<file path="src/rtl/stream_pkt_arbiter.sv">
// Per-packet N-channel byte-stream arbiter (round-robin or fixed priority) that
// splits packets at MAX_LEN and drives one registered output stage.
module stream_pkt_arbiter #(
    parameter  int NCH     = 4,
    parameter  int DW      = 8,
    parameter  int MAX_LEN = 512,
    parameter  int RR_MODE = 1,
    localparam int IDW     = (NCH > 1) ? $clog2(NCH) : 1,
    localparam int CW      = $clog2(MAX_LEN + 1)
) (
    input  logic              hclk,
    input  logic              reset,
    input  logic [NCH-1:0]    ch_en,
    input  logic [NCH-1:0]    in_tvalid,
    output logic [NCH-1:0]    in_tready,
    input  logic [NCH*DW-1:0] in_tdata,
    input  logic [NCH-1:0]    in_tlast,
    output logic              out_tvalid,
    input  logic              out_tready,
    output logic [DW-1:0]     out_tdata,
    output logic              out_tlast,
    output logic [IDW-1:0]    out_tid,
    output logic [CW-1:0]     out_tcnt,
    output logic              busy
);
    typedef enum logic {IDLE = 1'b0, BUSY = 1'b1} state_e;

    state_e         state_q, state_d;
    logic [IDW-1:0] grant_q, grant_d;
    logic [IDW-1:0] rr_ptr_q, rr_ptr_d;
    logic [IDW-1:0] pick;
    logic           found;
    logic [CW-1:0]  len_q, len_d, len_nxt;
    logic [NCH-1:0] req;
    logic           sel_vld, sel_lst;
    logic [DW-1:0]  sel_dat;
    logic           ld, acc, split, last_beat;

    logic           out_tvalid_q, out_tvalid_d;
    logic           out_tlast_q, out_tlast_d;
    logic [DW-1:0]  out_tdata_q, out_tdata_d;
    logic [IDW-1:0] out_tid_q, out_tid_d;
    logic [CW-1:0]  out_tcnt_q, out_tcnt_d;

    assign req = in_tvalid & ch_en;

    // Round-robin scans rr_ptr..NCH-1 first, then wraps; fixed priority only runs the wrap scan.
    always_comb begin
        pick  = '0;
        found = 1'b0;
        if (RR_MODE != 0) begin
            for (int c = 0; c < NCH; c++) begin
                if (!found && req[c] && (IDW'(c) >= rr_ptr_q)) begin
                    pick  = IDW'(c);
                    found = 1'b1;
                end
            end
        end
        for (int c = 0; c < NCH; c++) begin
            if (!found && req[c]) begin
                pick  = IDW'(c);
                found = 1'b1;
            end
        end
    end

    always_comb begin
        sel_vld = 1'b0;
        sel_lst = 1'b0;
        sel_dat = '0;
        for (int c = 0; c < NCH; c++) begin
            if (grant_q == IDW'(c)) begin
                sel_vld = in_tvalid[c];
                sel_lst = in_tlast[c];
                sel_dat = in_tdata[c*DW +: DW];
            end
        end
    end

    assign ld        = !out_tvalid_q || out_tready;
    assign acc       = (state_q == BUSY) && ld && sel_vld;
    assign len_nxt   = len_q + CW'(1);
    assign split     = (len_nxt == CW'(MAX_LEN));
    assign last_beat = sel_lst || split;

    always_ff @(posedge hclk or posedge reset) begin
        if (reset) state_q <= IDLE;
        else       state_q <= state_d;
    end

    always_comb begin
        state_d = state_q;
        case (state_q)
            IDLE:    if (|req) state_d = BUSY;
            BUSY:    if (acc && last_beat) state_d = IDLE;
            default: state_d = IDLE;
        endcase
    end

    always_comb begin
        busy      = (state_q == BUSY);
        in_tready = '0;
        for (int c = 0; c < NCH; c++) begin
            in_tready[c] = (state_q == BUSY) && ld && (grant_q == IDW'(c));
        end
    end

    // A split ends the output packet exactly like a source tlast, so the tail re-arbitrates.
    always_comb begin
        grant_d      = grant_q;
        rr_ptr_d     = rr_ptr_q;
        len_d        = len_q;
        out_tvalid_d = out_tvalid_q;
        out_tlast_d  = out_tlast_q;
        out_tdata_d  = out_tdata_q;
        out_tid_d    = out_tid_q;
        out_tcnt_d   = out_tcnt_q;
        if (state_q == IDLE && found) grant_d = pick;
        if (ld) out_tvalid_d = acc;
        if (acc) begin
            out_tdata_d = sel_dat;
            out_tlast_d = last_beat;
            out_tid_d   = grant_q;
            out_tcnt_d  = len_nxt;
            len_d       = last_beat ? '0 : len_nxt;
            if (last_beat)
                rr_ptr_d = (grant_q == IDW'(NCH - 1)) ? '0 : grant_q + IDW'(1);
        end
    end

    always_ff @(posedge hclk or posedge reset) begin
        if (reset) begin
            grant_q      <= '0;
            rr_ptr_q     <= '0;
            len_q        <= '0;
            out_tvalid_q <= 1'b0;
            out_tlast_q  <= 1'b0;
            out_tdata_q  <= '0;
            out_tid_q    <= '0;
            out_tcnt_q   <= '0;
        end else begin
            grant_q      <= grant_d;
            rr_ptr_q     <= rr_ptr_d;
            len_q        <= len_d;
            out_tvalid_q <= out_tvalid_d;
            out_tlast_q  <= out_tlast_d;
            out_tdata_q  <= out_tdata_d;
            out_tid_q    <= out_tid_d;
            out_tcnt_q   <= out_tcnt_d;
        end
    end

    assign out_tvalid = out_tvalid_q;
    assign out_tlast  = out_tlast_q;
    assign out_tdata  = out_tdata_q;
    assign out_tid    = out_tid_q;
    assign out_tcnt   = out_tcnt_q;

endmodule

</file>
<file path="config.mk">
export PLATFORM = sky130hd
export DESIGN_NAME = stream_pkt_arbiter
export DESIGN_NICKNAME = d
export VERILOG_FILES = /design/src/rtl/stream_pkt_arbiter.sv
export SDC_FILE = /design/constraint.sdc
export NUM_CORES = 1
export LEC_CHECK = 0
export BUFFER_PORTS_ARGS = -buffer_cell sky130_fd_sc_hd__clkbuf_2
export CAP_MARGIN = 20
export CORE_ASPECT_RATIO = 1.75
export CORE_UTILIZATION = 40
export CTS_BUF_LIST = sky130_fd_sc_hd__clkbuf_4
export DETAILED_ROUTE_END_ITERATION = 8
export GPL_TIMING_DRIVEN = 0
export HOLD_SLACK_MARGIN = 0.15
export PLACE_DENSITY = 0.66
export SYNTH_ARGS = -nofsm -noshare
export SYNTH_HDL_FRONTEND = slang
export SYNTH_SLANG_ARGS = --single-unit
</file>
<file path="constraint.sdc">
create_clock -name hclk -period 5.2 [get_ports hclk]
set_input_delay 0.52 -clock hclk [delete_from_list [all_inputs] [get_ports hclk]]
set_output_delay 0.52 -clock hclk [all_outputs]
set_load 0.05 [all_outputs]
</file>
==> impl_metrics.py, run 1 <==
metrics = {
    "critical_path": {
        "cp-start-kind": "register",
        "criticalPathCategory": "reg -> out",
        "worstSetupEndpointType": "primary output",
        "arrival_ns": 2.23,
        "cp.required_ns": 4.68,
        "crit_fanout": 10,
    },
    "final_layout": {
        "drive_gt1_share_pct": 29.2,
        "diodes": 0,
        "nets": 394,
        "fill_cells": 537,
        "fin_area_um2": 2730,
        "areaGrowthSynthToFinish_pct": 23.1,
    },
    "drt": {
        "drc": 0,
        "first_pass_iters": 4,
        "drt_iter0_drc": 64,
        "vias_per_cell": 5.19,
        "vias": 2163,
        "routedWlPerCell_um": 13.3,
        "final_antenna_net_count": 0,
        "wirelength_mm": 5.53,
    },
    "sta": {
        "drv_slew": 0,
        "period_minus_slack_ns": 2.75,
        "maxSlewHeadroom_pct": 49.3,
        "rsz0062_at_grt": "no",
        "setup_viol": 0,
        "skew_ns": 0.0184,
        "hold_viol": 0,
        "fin_crit_sh_pct": 52.9,
        "fmax_mhz": 364,
        "worst_pin_slew_ns": 0.759,
        "fin_setup_tns_ns": 0,
    },
    "placement": {
        "dpl.hpwl_mm": 4.34,
        "portBuffers": 73,
        "post_dp_cell_area_um2": 2680,
        "gp_congestion": 0.881,
    },
    "logic_synthesis": {
        "yosysSeqAreaShare_pct": 41.7,
        "ys_warn_count": 0,
        "yosysMostFrequentCell": "nand2_1",
        "synth_area_leaders": "dfrtp_1 (42%), a21oi_1 (7.9%), nand2_1 (6.4%)",
        "synth_common_cells": "nand2_1 (38), dfrtp_1 (37), a21oi_1 (35), o21ai_0 (26), nor2_1 (16)",
        "syn_inst": 262,
        "netlist_area_um2": 2220,
        "synth_nets": 314,
        "synth-main-ff-cell": "dfrtp_1",
        "synth_edf_count": 0,
        "syn_avg_cell_area_um2": 8.48,
        "yosysTopAreaCell": "dfrtp_1",
        "synth_top_area_share_pct": 41.7,
        "synth.distinct_cells": 48,
        "async_flop_share_pct": 100,
        "synth-seq-cells": 37,
    },
    "floorplanning": {
        "num_io_pins": 74,
        "start_util_pct": 41.9,
        "num_rows": 35,
        "core-area_um2": 5300,
        "die_x_um": 58.3,
        "die-height_um": 101,
        "dieArea_um2": 5870,
    },
    "clock_network": {
        "cts_hold_buf": 0,
        "clock_path_buffers": 2,
        "post_cts_buffers": 0,
        "worstSkewPairLatency_ns": 0.34,
        "clk_pin_slew_ns": 0.11,
        "cts_root_buffer": "clkbuf_4",
        "cts_tree": "done",
        "cts_made_buffers": 5,
        "cts-resized-gates": 0,
        "cts-htree-levels": 2,
        "clock_sinks": 37,
    },
    "min_path": {
        "worstHoldPathType": "in -> async",
    },
    "global_routing": {
        "grt_overflow": 0,
        "grt_pass1_vias": 1920,
        "grt_pass1_wl_mm": 8.80,
        "grt_max_degree": 38,
        "grt_usage_pct": 19.4,
        "antenna_found_initial": 0,
    },
    "power": {
        "seq_power_share_pct": 27.7,
        "p_comb_share_pct": 64.0,
        "p_sw_uw": 968,
        "ir_drop_mv": 0.292,
        "internal_power_uw": 792,
        "leakage_uw": 0.00129,
        "pwr-share-clk_pct": 8.3,
        "switching_share_pct": 55.0,
        "power_density_nw_per_um2": 644,
    },
    "run": {
        "maxCapViolations": 0,
    },
    "outcome": {
        "status": "complete, no violations",
    },
}
==> sequential cells by signal (all words and copies together), names as in the netlist <==
name / flops
out_tvalid: 1
out_tid: 2
out_tdata: 8
rr_ptr_q: 2
busy: 1
out_tlast: 1
len_q: 10
grant_q: 2
out_tcnt: 10
==> critical path: stages, from the launching register on <==
cell	delay, ns
dfrtp_1	0.43
inv_1	0.12
ha_1	0.20
clkbuf_1	0.30
clkbuf_1	0.35
and3_1	0.21
clkbuf_2	0.27
==> power by group through the flow <==
| stage | Clock, uW | Sequential, uW | Combinational [uW] |
|---|---|---|---|
| 4_1_cts | 154 | 488 | 1140 |
| 5_1_grt | 165 | 504 | 1240 |
| 3_5_place_dp | 0 | 494 | 1140 |
| 2_1_floorplan | 0 | 713 | 631 |
| 6_report | 146 | 488 | 1130 |
| 3_3_place_gp | 0 | 490 | 1130 |
==> placed cells by master, fill, tap and decap left out, types with 6 or more instances in the layout <==
cell type | Yosys | layout
inv_1 | 7 | 6
nor2_1 | 16 | 16
dfrtp_1 | 37 | 37
clkbuf_1 | 7 | 7
a21oi_1 | 35 | 35
nand3b_1 | 8 | 8
buf_2 | 8 | 8
clkbuf_2 | 1 | 74
nand2_1 | 38 | 38
o21ai_0 | 26 | 26
==> per-stage QoR <==
stage / total power (uW) / util (%) / hold WS (ns) / setup slack, ns / cells
final: 1760 / 51.6 / 0.285 / 2.45 / 417
after global routing: 1900 / 51.6 / 0.343 / 2.28 / 417
after CTS: 1780 / 51.6 / 0.305 / 2.42 / 417
after detailed placement: 1630 / 50.6 / 0.469 / 2.60 / 409
after global placement: 1620 / 50.6 / 0.462 / 2.64 / 409
after floorplan: 1340 / - / 0.494 / 3.06 / 262
==> final cells by class <==
class                      count  area [um2]  share of cell area, %
clock inverter                 3        17.5                  0.641
buffer                        19        82.6                   3.02
multi-input combinational    199        1190                   43.4
sequential                    37         926                   33.9
timing repair buffer          73         365                   13.4
clock buffer                   5        37.5                   1.37
tap                           74        92.6                   3.39
inverter                       7        26.3                  0.961
==> metal layers <==
metal  up-vias  global-route usage [%]  wire length (um)  share of wire [%]
met2        65                    36.3              3050                 55
met1       997                    21.9              2150                 39
met5         -                       0                 0                  0
met4         0                    6.04                78                1.4
li1       1093                       -                 -                  -
met3         8                    2.70               239                4.3
==> final timing paths <==
| check | start | end | slack (ns) | depth (start not counted) |
|---|---|---|---|---|
| setup / recovery | grant_q[1] | in_tready[1] | 2.45 | 6 |
| setup reg to reg | grant_q[0] | rr_ptr_q[1] | 2.62 | 9 |
| min in group hclk | in_tdata[30] | out_tdata[6] | 0.47 | 3 |
| hold reg to reg | out_tdata[7] | out_tdata[7] | 0.49 | 2 |
| max in group asynchronous | reset | out_tdata[5] | 4.42 | 2 |
| hold / removal | reset | out_tcnt[5] | 0.28 | 2 |
==> logic make-up after synthesis <==
| kind of cell | after synthesis | share of synthesized area (%) |
|---|---|---|
| AOI/OAI and AO/OA | 91 | 25.4 |
| xor gates and xnor gates | 6 | 2.37 |
| adders and majority gates | 5 | 2.82 |
| buffers and inverters | 26 | 4.90 |
| DFF | 37 | 41.7 |
| muxes | 3 | 1.69 |
| and+or+nand+nor | 94 | 21.2 |
Power figures use the tool's default switching activity.
==> run 2, diff against run 1 <==
--- a/config.mk
+++ b/config.mk
@@ -13,7 +13,7 @@
 export DETAILED_ROUTE_END_ITERATION = 8
 export GPL_TIMING_DRIVEN = 0
 export HOLD_SLACK_MARGIN = 0.15
-export PLACE_DENSITY = 0.66
+export PLACE_DENSITY = 0.68
 export SYNTH_ARGS = -nofsm -noshare
 export SYNTH_HDL_FRONTEND = slang
 export SYNTH_SLANG_ARGS = --single-unit
==> constraint.sdc (replaced) <==
create_clock -name hclk -period 2.3 [get_ports hclk]
set_input_delay 0.23 -clock hclk [delete_from_list [all_inputs] [get_ports hclk]]
set_output_delay 0.23 -clock hclk [all_outputs]
set_load 0.05 [all_outputs]
==> run 2 against run 1 <==
Compared with the run above: clock-buffer cell count unchanged; die area unchanged; core utilization up 2.8 points; global-route usage up 1.5 points; final cell count up 2.2%.
==> impl_metrics.py, run 2 (synthesized netlist as in run 1, its figures left out) <==
metrics = {
    "final_layout": {
        "drive_gt1_share_pct": 36.6,
        "fin_area_um2": 2880,
        "layout_common_cells": "clkbuf_2 (76), nand2_1 (37), a21oi_1 (35), dfrtp_1 (35), o21ai_0 (24)",
        "diodes": 0,
        "final_common_cell": "clkbuf_2",
        "areaGrowthSynthToFinish_pct": 29.9,
        "nets": 404,
    },
    "global_routing": {
        "grt_usage_pct": 20.9,
        "grt_overflow": 0,
        "grt_pass1_wl_mm": 9.49,
        "grt_max_degree": 38,
        "grt_pass1_vias": 2201,
        "antenna_found_initial": 0,
    },
    "clock_network": {
        "cts_root_buffer": "clkbuf_4",
        "clk_pin_slew_ns": 0.11,
        "cts-htree-levels": 2,
        "cts_tree": "done",
        "clock_path_buffers": 2,
        "worstSkewPairLatency_ns": 0.35,
        "clock_sinks": 37,
        "cts_made_buffers": 5,
    },
    "drt": {
        "final_antenna_net_count": 0,
        "wirelength_mm": 5.81,
        "routedWlPerCell_um": 13.6,
        "first_pass_iters": 4,
        "drt_iter0_drc": 113,
        "drc": 0,
        "vias": 2219,
        "vias_per_cell": 5.21,
    },
    "power": {
        "leakage_uw": 0.00136,
        "power_density_nw_per_um2": 1500,
        "ir_drop_mv": 0.723,
    },
    "sta": {
        "setup_ws_ns": 0.0905,
        "drv_slew": 0,
        "fin_crit_sh_pct": 96.1,
        "setup_viol": 0,
        "period_minus_slack_ns": 2.21,
        "maxSlewHeadroom_pct": 50.0,
        "worst_pin_slew_ns": 0.749,
        "hold_viol": 0,
        "fmax_mhz": 453,
        "holdWs_ns": 0.184,
        "rsz0062_at_grt": "no",
        "skew_ns": 0.0209,
    },
    "critical_path": {
        "criticalPathCategory": "reg -> reg",
        "worstSetupEndpointType": "register",
        "critPathSlowestCell": "dfrtp_2",
        "cp.buffers_inverters": 1,
        "crit_fanout": 7,
        "crit_chain": "ha_1 > buf_2 > a211o_1 > a211oi_2 > a21o_1 > a31oi_4 > nor2_4 > mux2_4",
        "cp-start-kind": "register",
        "arrival_ns": 2.46,
        "cp.required_ns": 2.55,
        "slowest_delay_ns": 0.46,
        "cp_top_family": "compound AO/OA/AOI/OAI gates",
    },
    "min_path": {
        "worstHoldPathType": "in -> reg",
    },
    "floorplanning": {
        "dieArea_um2": 5870,
        "num_io_pins": 74,
        "die_x_um": 58.3,
        "core-area_um2": 5300,
        "start_util_pct": 41.9,
        "die-height_um": 101,
        "num_rows": 35,
    },
    "run": {
        "maxCapViolations": 0,
    },
    "placement": {
        "gp_congestion": 0.883,
        "dp_worst_setup_slack_ns": -0.255,
        "post_dp_cell_area_um2": 2680,
        "portBuffers": 73,
        "dpl.hpwl_mm": 4.47,
    },
    "outcome": {
        "status": "complete, no violations",
    },
}
run 2: metal layers:
metal / share of wire [%] / wire (um) / global-route usage (%)
met3: 4.3 / 249 / 3.08
met4: 2.8 / 164 / 9.71
met2: 55 / 3180 / 39.9
met5: 0 / 0 / 0
met1: 38 / 2220 / 21.4
run 2: stage by stage:
stage               cells  setup TNS, ns  power (uW)  utilization (%)
floorplan             262              0        3040                -
global route          426              0        4650             54.4
finish                426              0        4320             54.4
detailed placement    409          -3.44        3700             50.6
CTS                   423              0        4220             53.1
global placement      409          -1.96        3650             50.6
run 2: where the power goes:
group,switching [uW],internal [uW]
registers,187,906
clock network,207,110
logic,1900,1020
total,2290,2030
run 2: worst paths after layout:
check                                  start           end  slack (ns)  cells after the start
max in group asynchronous              reset      len_q[0]        1.23                      3
worst max register to register      len_q[0]   rr_ptr_q[1]        0.09                      8
worst max-delay path                len_q[0]   rr_ptr_q[1]        0.09                      8
worst min register to register     out_tlast     out_tlast        0.49                      1
worst min-delay path            in_tdata[24]  out_tdata[0]        0.18                      3
min in group asynchronous              reset   out_tcnt[8]        0.54                      3
run 2: repair_timing:
action                                  CTS  global route
gates resized for setup                  15            23
setup buffers                             6             3
hold buffers                              1             0
endpoints found under the setup margin   36            22
pin swaps                                 1             3
endpoints found under the hold margin    37             0
run 2: cell type report:
cell class	instances	area, um2
fillers	514	2410
clock buffers	5	37.5
plain buffers	19	114
multi-input cells	199	1230
well taps	74	92.6
inverters	7	26.3
clock inverters	2	11.3
repair buffers	83	445
flip-flops and latches	37	928
run 2: worst register-to-register path, cell delays in order (launching register included):
cell      delay [ns]
dfrtp_2         0.46
ha_1            0.20
buf_2           0.16
a211o_1         0.31
a211oi_2        0.22
a21o_1          0.15
a31oi_4         0.15
nor2_4          0.16
mux2_4          0.31
==> run 3, diff against run 2 <==
--- a/config.mk
+++ b/config.mk
@@ -5,6 +5,7 @@
 export SDC_FILE = /design/constraint.sdc
 export NUM_CORES = 1
 export LEC_CHECK = 0
+export ABC_AREA = 1
 export BUFFER_PORTS_ARGS = -buffer_cell sky130_fd_sc_hd__clkbuf_2
 export CAP_MARGIN = 20
 export CORE_ASPECT_RATIO = 1.75
@@ -13,7 +14,7 @@
 export DETAILED_ROUTE_END_ITERATION = 8
 export GPL_TIMING_DRIVEN = 0
 export HOLD_SLACK_MARGIN = 0.15
-export PLACE_DENSITY = 0.68
+export PLACE_DENSITY = 0.69
 export SYNTH_ARGS = -nofsm -noshare
 export SYNTH_HDL_FRONTEND = slang
 export SYNTH_SLANG_ARGS = --single-unit
==> run 3 against run 2 <==
Compared with the run above: die area fell by 6.0%; first-iteration DRC count fell by 67%; setup slack improved by 0.089 ns; combinational power fell by 25%; power fell by 17%; critical endpoint is now in_tready[2]; global-route usage fell by 0.36 points; design area fell by 7.3%; synthesized cell count rose by 9.5%.
==> impl_metrics.py, run 3 <==
metrics = {
    "drt": {
        "routedWlPerCell_um": 12.3,
        "drc": 0,
        "drt_iter0_drc": 37,
        "vias_per_cell": 5.09,
        "first_pass_iters": 4,
        "wirelength_mm": 5.26,
        "final_antenna_net_count": 0,
        "vias": 2182,
    },
    "min_path": {
        "hold_path_end": "out_tdata[0]",
        "whs_path_depth": 3,
        "worstHoldPathType": "in -> reg",
        "hold_start": "in_tdata[24]",
    },
    "critical_path": {
        "cp_top_family": "buffers and inverters",
        "worst-r2r-setup-slack_ns": 0.27,
        "criticalPathCategory": "reg -> out",
        "worstSetupEndpointType": "primary output",
        "crit_chain": "inv_1 > ha_1 > buf_2 > clkbuf_4 > inv_1 > nor2_1 > buf_4",
        "cp-start-kind": "register",
        "slowest_delay_ns": 0.45,
        "crit_fanout": 10,
        "rr_endpoint": "rr_ptr_q[1]",
        "rr_startpoint": "grant_q[1]",
        "critPathSlowestCell": "dfrtp_1",
        "cp.required_ns": 2.07,
        "arrival_ns": 1.89,
        "cp.buffers_inverters": 5,
        "ff2ff_path_depth": 11,
        "path_common_cell": "inv_1",
    },
    "logic_synthesis": {
        "syn_inst": 287,
        "syn_avg_cell_area_um2": 7.26,
        "ys_warn_count": 0,
        "synth-main-ff-cell": "dfrtp_1",
        "synth_nets": 339,
        "synth_top_area_share_pct": 44.4,
        "yosysTopAreaCell": "dfrtp_1",
        "yosysSeqAreaShare_pct": 44.4,
        "async_flop_share_pct": 100,
        "yosysMostFrequentCell": "nand2_1",
        "synth_edf_count": 0,
        "synth_area_leaders": "dfrtp_1 (44%), nand2_1 (16%), o21ai_0 (7.4%)",
        "netlist_area_um2": 2080,
        "synth.distinct_cells": 25,
        "synth_common_cells": "nand2_1 (90), dfrtp_1 (37), o21ai_0 (31), nor2_1 (29), inv_1 (25)",
        "synth-seq-cells": 37,
    },
    "final_layout": {
        "layout_common_cells": "nand2_1 (90), clkbuf_2 (73), dfrtp_1 (37), o21ai_0 (30), nor2_1 (29)",
        "diodes": 0,
        "fill_cells": 500,
        "areaGrowthSynthToFinish_pct": 28.2,
        "nets": 427,
        "drive_gt1_share_pct": 24.8,
        "final_common_cell": "nand2_1",
    },
    "global_routing": {
        "grt_overflow": 0,
        "grt_pass1_vias": 2085,
        "grt_usage_pct": 20.5,
        "antenna_found_initial": 0,
        "grt_pass1_wl_mm": 9.00,
        "grt_max_degree": 25,
    },
    "floorplanning": {
        "num_io_pins": 74,
        "dieArea_um2": 5520,
        "num_rows": 34,
        "die-height_um": 97.5,
        "die_x_um": 56.6,
        "core-area_um2": 4980,
        "start_util_pct": 41.9,
    },
    "sta": {
        "setup_ws_ns": 0.180,
        "skew_ns": 0.0146,
        "worst_pin_slew_ns": 0.595,
        "setup_viol": 0,
        "drv_slew": 0,
        "fmax_mhz": 472,
        "hold_viol": 0,
        "fin_crit_sh_pct": 92.2,
        "period_minus_slack_ns": 2.12,
        "fin_setup_tns_ns": 0,
        "maxSlewHeadroom_pct": 60.3,
        "rsz0062_at_grt": "no",
    },
    "placement": {
        "portBuffers": 73,
        "dpl.hpwl_mm": 4.19,
        "dp_worst_setup_slack_ns": 0.182,
        "gp_congestion": 0.871,
    },
    "clock_network": {
        "worstSkewPairLatency_ns": 0.34,
        "cts_made_buffers": 5,
        "cts_root_buffer": "clkbuf_4",
        "cts_tree": "done",
        "clock_sinks": 37,
        "post_cts_buffers": 0,
        "clock_path_buffers": 2,
        "clk_pin_slew_ns": 0.10,
        "cts-htree-levels": 2,
    },
    "power": {
        "leakage_uw": 0.00141,
        "power_density_nw_per_um2": 1340,
        "ir_drop_mv": 0.745,
    },
    "run": {
        "maxCapViolations": 0,
    },
    "outcome": {
        "status": "complete, no violations",
    },
}
run 3: timing repair:
item / CTS / global route
endpoints found under the hold margin: 19 / 0
hold buffers: 7 / 0
setup endpoints to repair: 1 / 8
resized for setup: 2 / 9
run 3: cell families (layout without fill, tap and decap cells):
kind of cell	Yosys count	count (layout)	share of synthesized area [%]
AO/OA/AOI/OAI	68	68	18.3
adder cells (fa/ha/maj)	5	5	3.00
buffers and inverters	39	127	7.68
flip-flops	37	37	44.4
AND/OR/NAND/NOR	138	138	26.6
run 3: how the worst max path moves through the flow:
stage,depth (start not counted),start,slack [ns],end
floorplan,6,grant_q[0],0.18,in_tready[2]
global placement,7,grant_q[0],0.22,in_tready[2]
detailed placement,11,grant_q[1],0.18,rr_ptr_q[0]
CTS,7,grant_q[0],0.05,in_tready[2]
global route,7,grant_q[0],0.02,in_tready[2]
finish,7,grant_q[0],0.18,in_tready[2]
run 3: through the flow:
step,power [uW],std cells,area [um2],util (%),hold slack [ns]
2_1_floorplan,2700,287,2080,-,0.326
3_3_place_gp,3210,414,2520,50.6,0.426
3_5_place_dp,3250,415,2540,51.1,0.311
4_1_cts,3600,429,2670,53.6,0.181
5_1_grt,3890,429,2670,53.7,0.215
6_report,3590,429,2670,53.7,0.188
run 3: worst register-to-register path, cell delays in order, from the launching register on:
cell and delay [ns]:
dfrtp_1 0.41, inv_1 0.10, ha_1 0.21, buf_2 0.20, nor2_4 0.23, a22oi_1 0.09
o21ai_0 0.15, o21ai_1 0.15, nand2_2 0.12, buf_6 0.14, nand3_1 0.09, nand2_1 0.08
run 3: metal layers:
| metal | share of wire, % | GRT usage [%] | vias to the layer above |
|---|---|---|---|
| met5 | 0 | 0 | - |
| met4 | 3.3 | 9.76 | 0 |
| met3 | 4.2 | 3.06 | 16 |
| met2 | 54 | 38.4 | 74 |
| met1 | 38 | 21.5 | 979 |
| li1 | - | - | 1113 |
run 3: cell type report:
cell class	instances	area, um2	area share, %
inverters	27	101	3.79
plain buffers	12	65.1	2.43
well taps	54	67.6	2.53
multi-input cells	211	998	37.4
clock inverters	1	3.75	0.140
repair buffers	81	465	17.4
clock buffers	6	45.0	1.69
flip-flops and latches	37	926	34.6
run 3: power breakdown:
| group | switching (uW) | internal [uW] |
|---|---|---|
| registers | 180 | 890 |
| clock network | 209 | 123 |
| logic | 1580 | 611 |
| total | 1960 | 1620 |
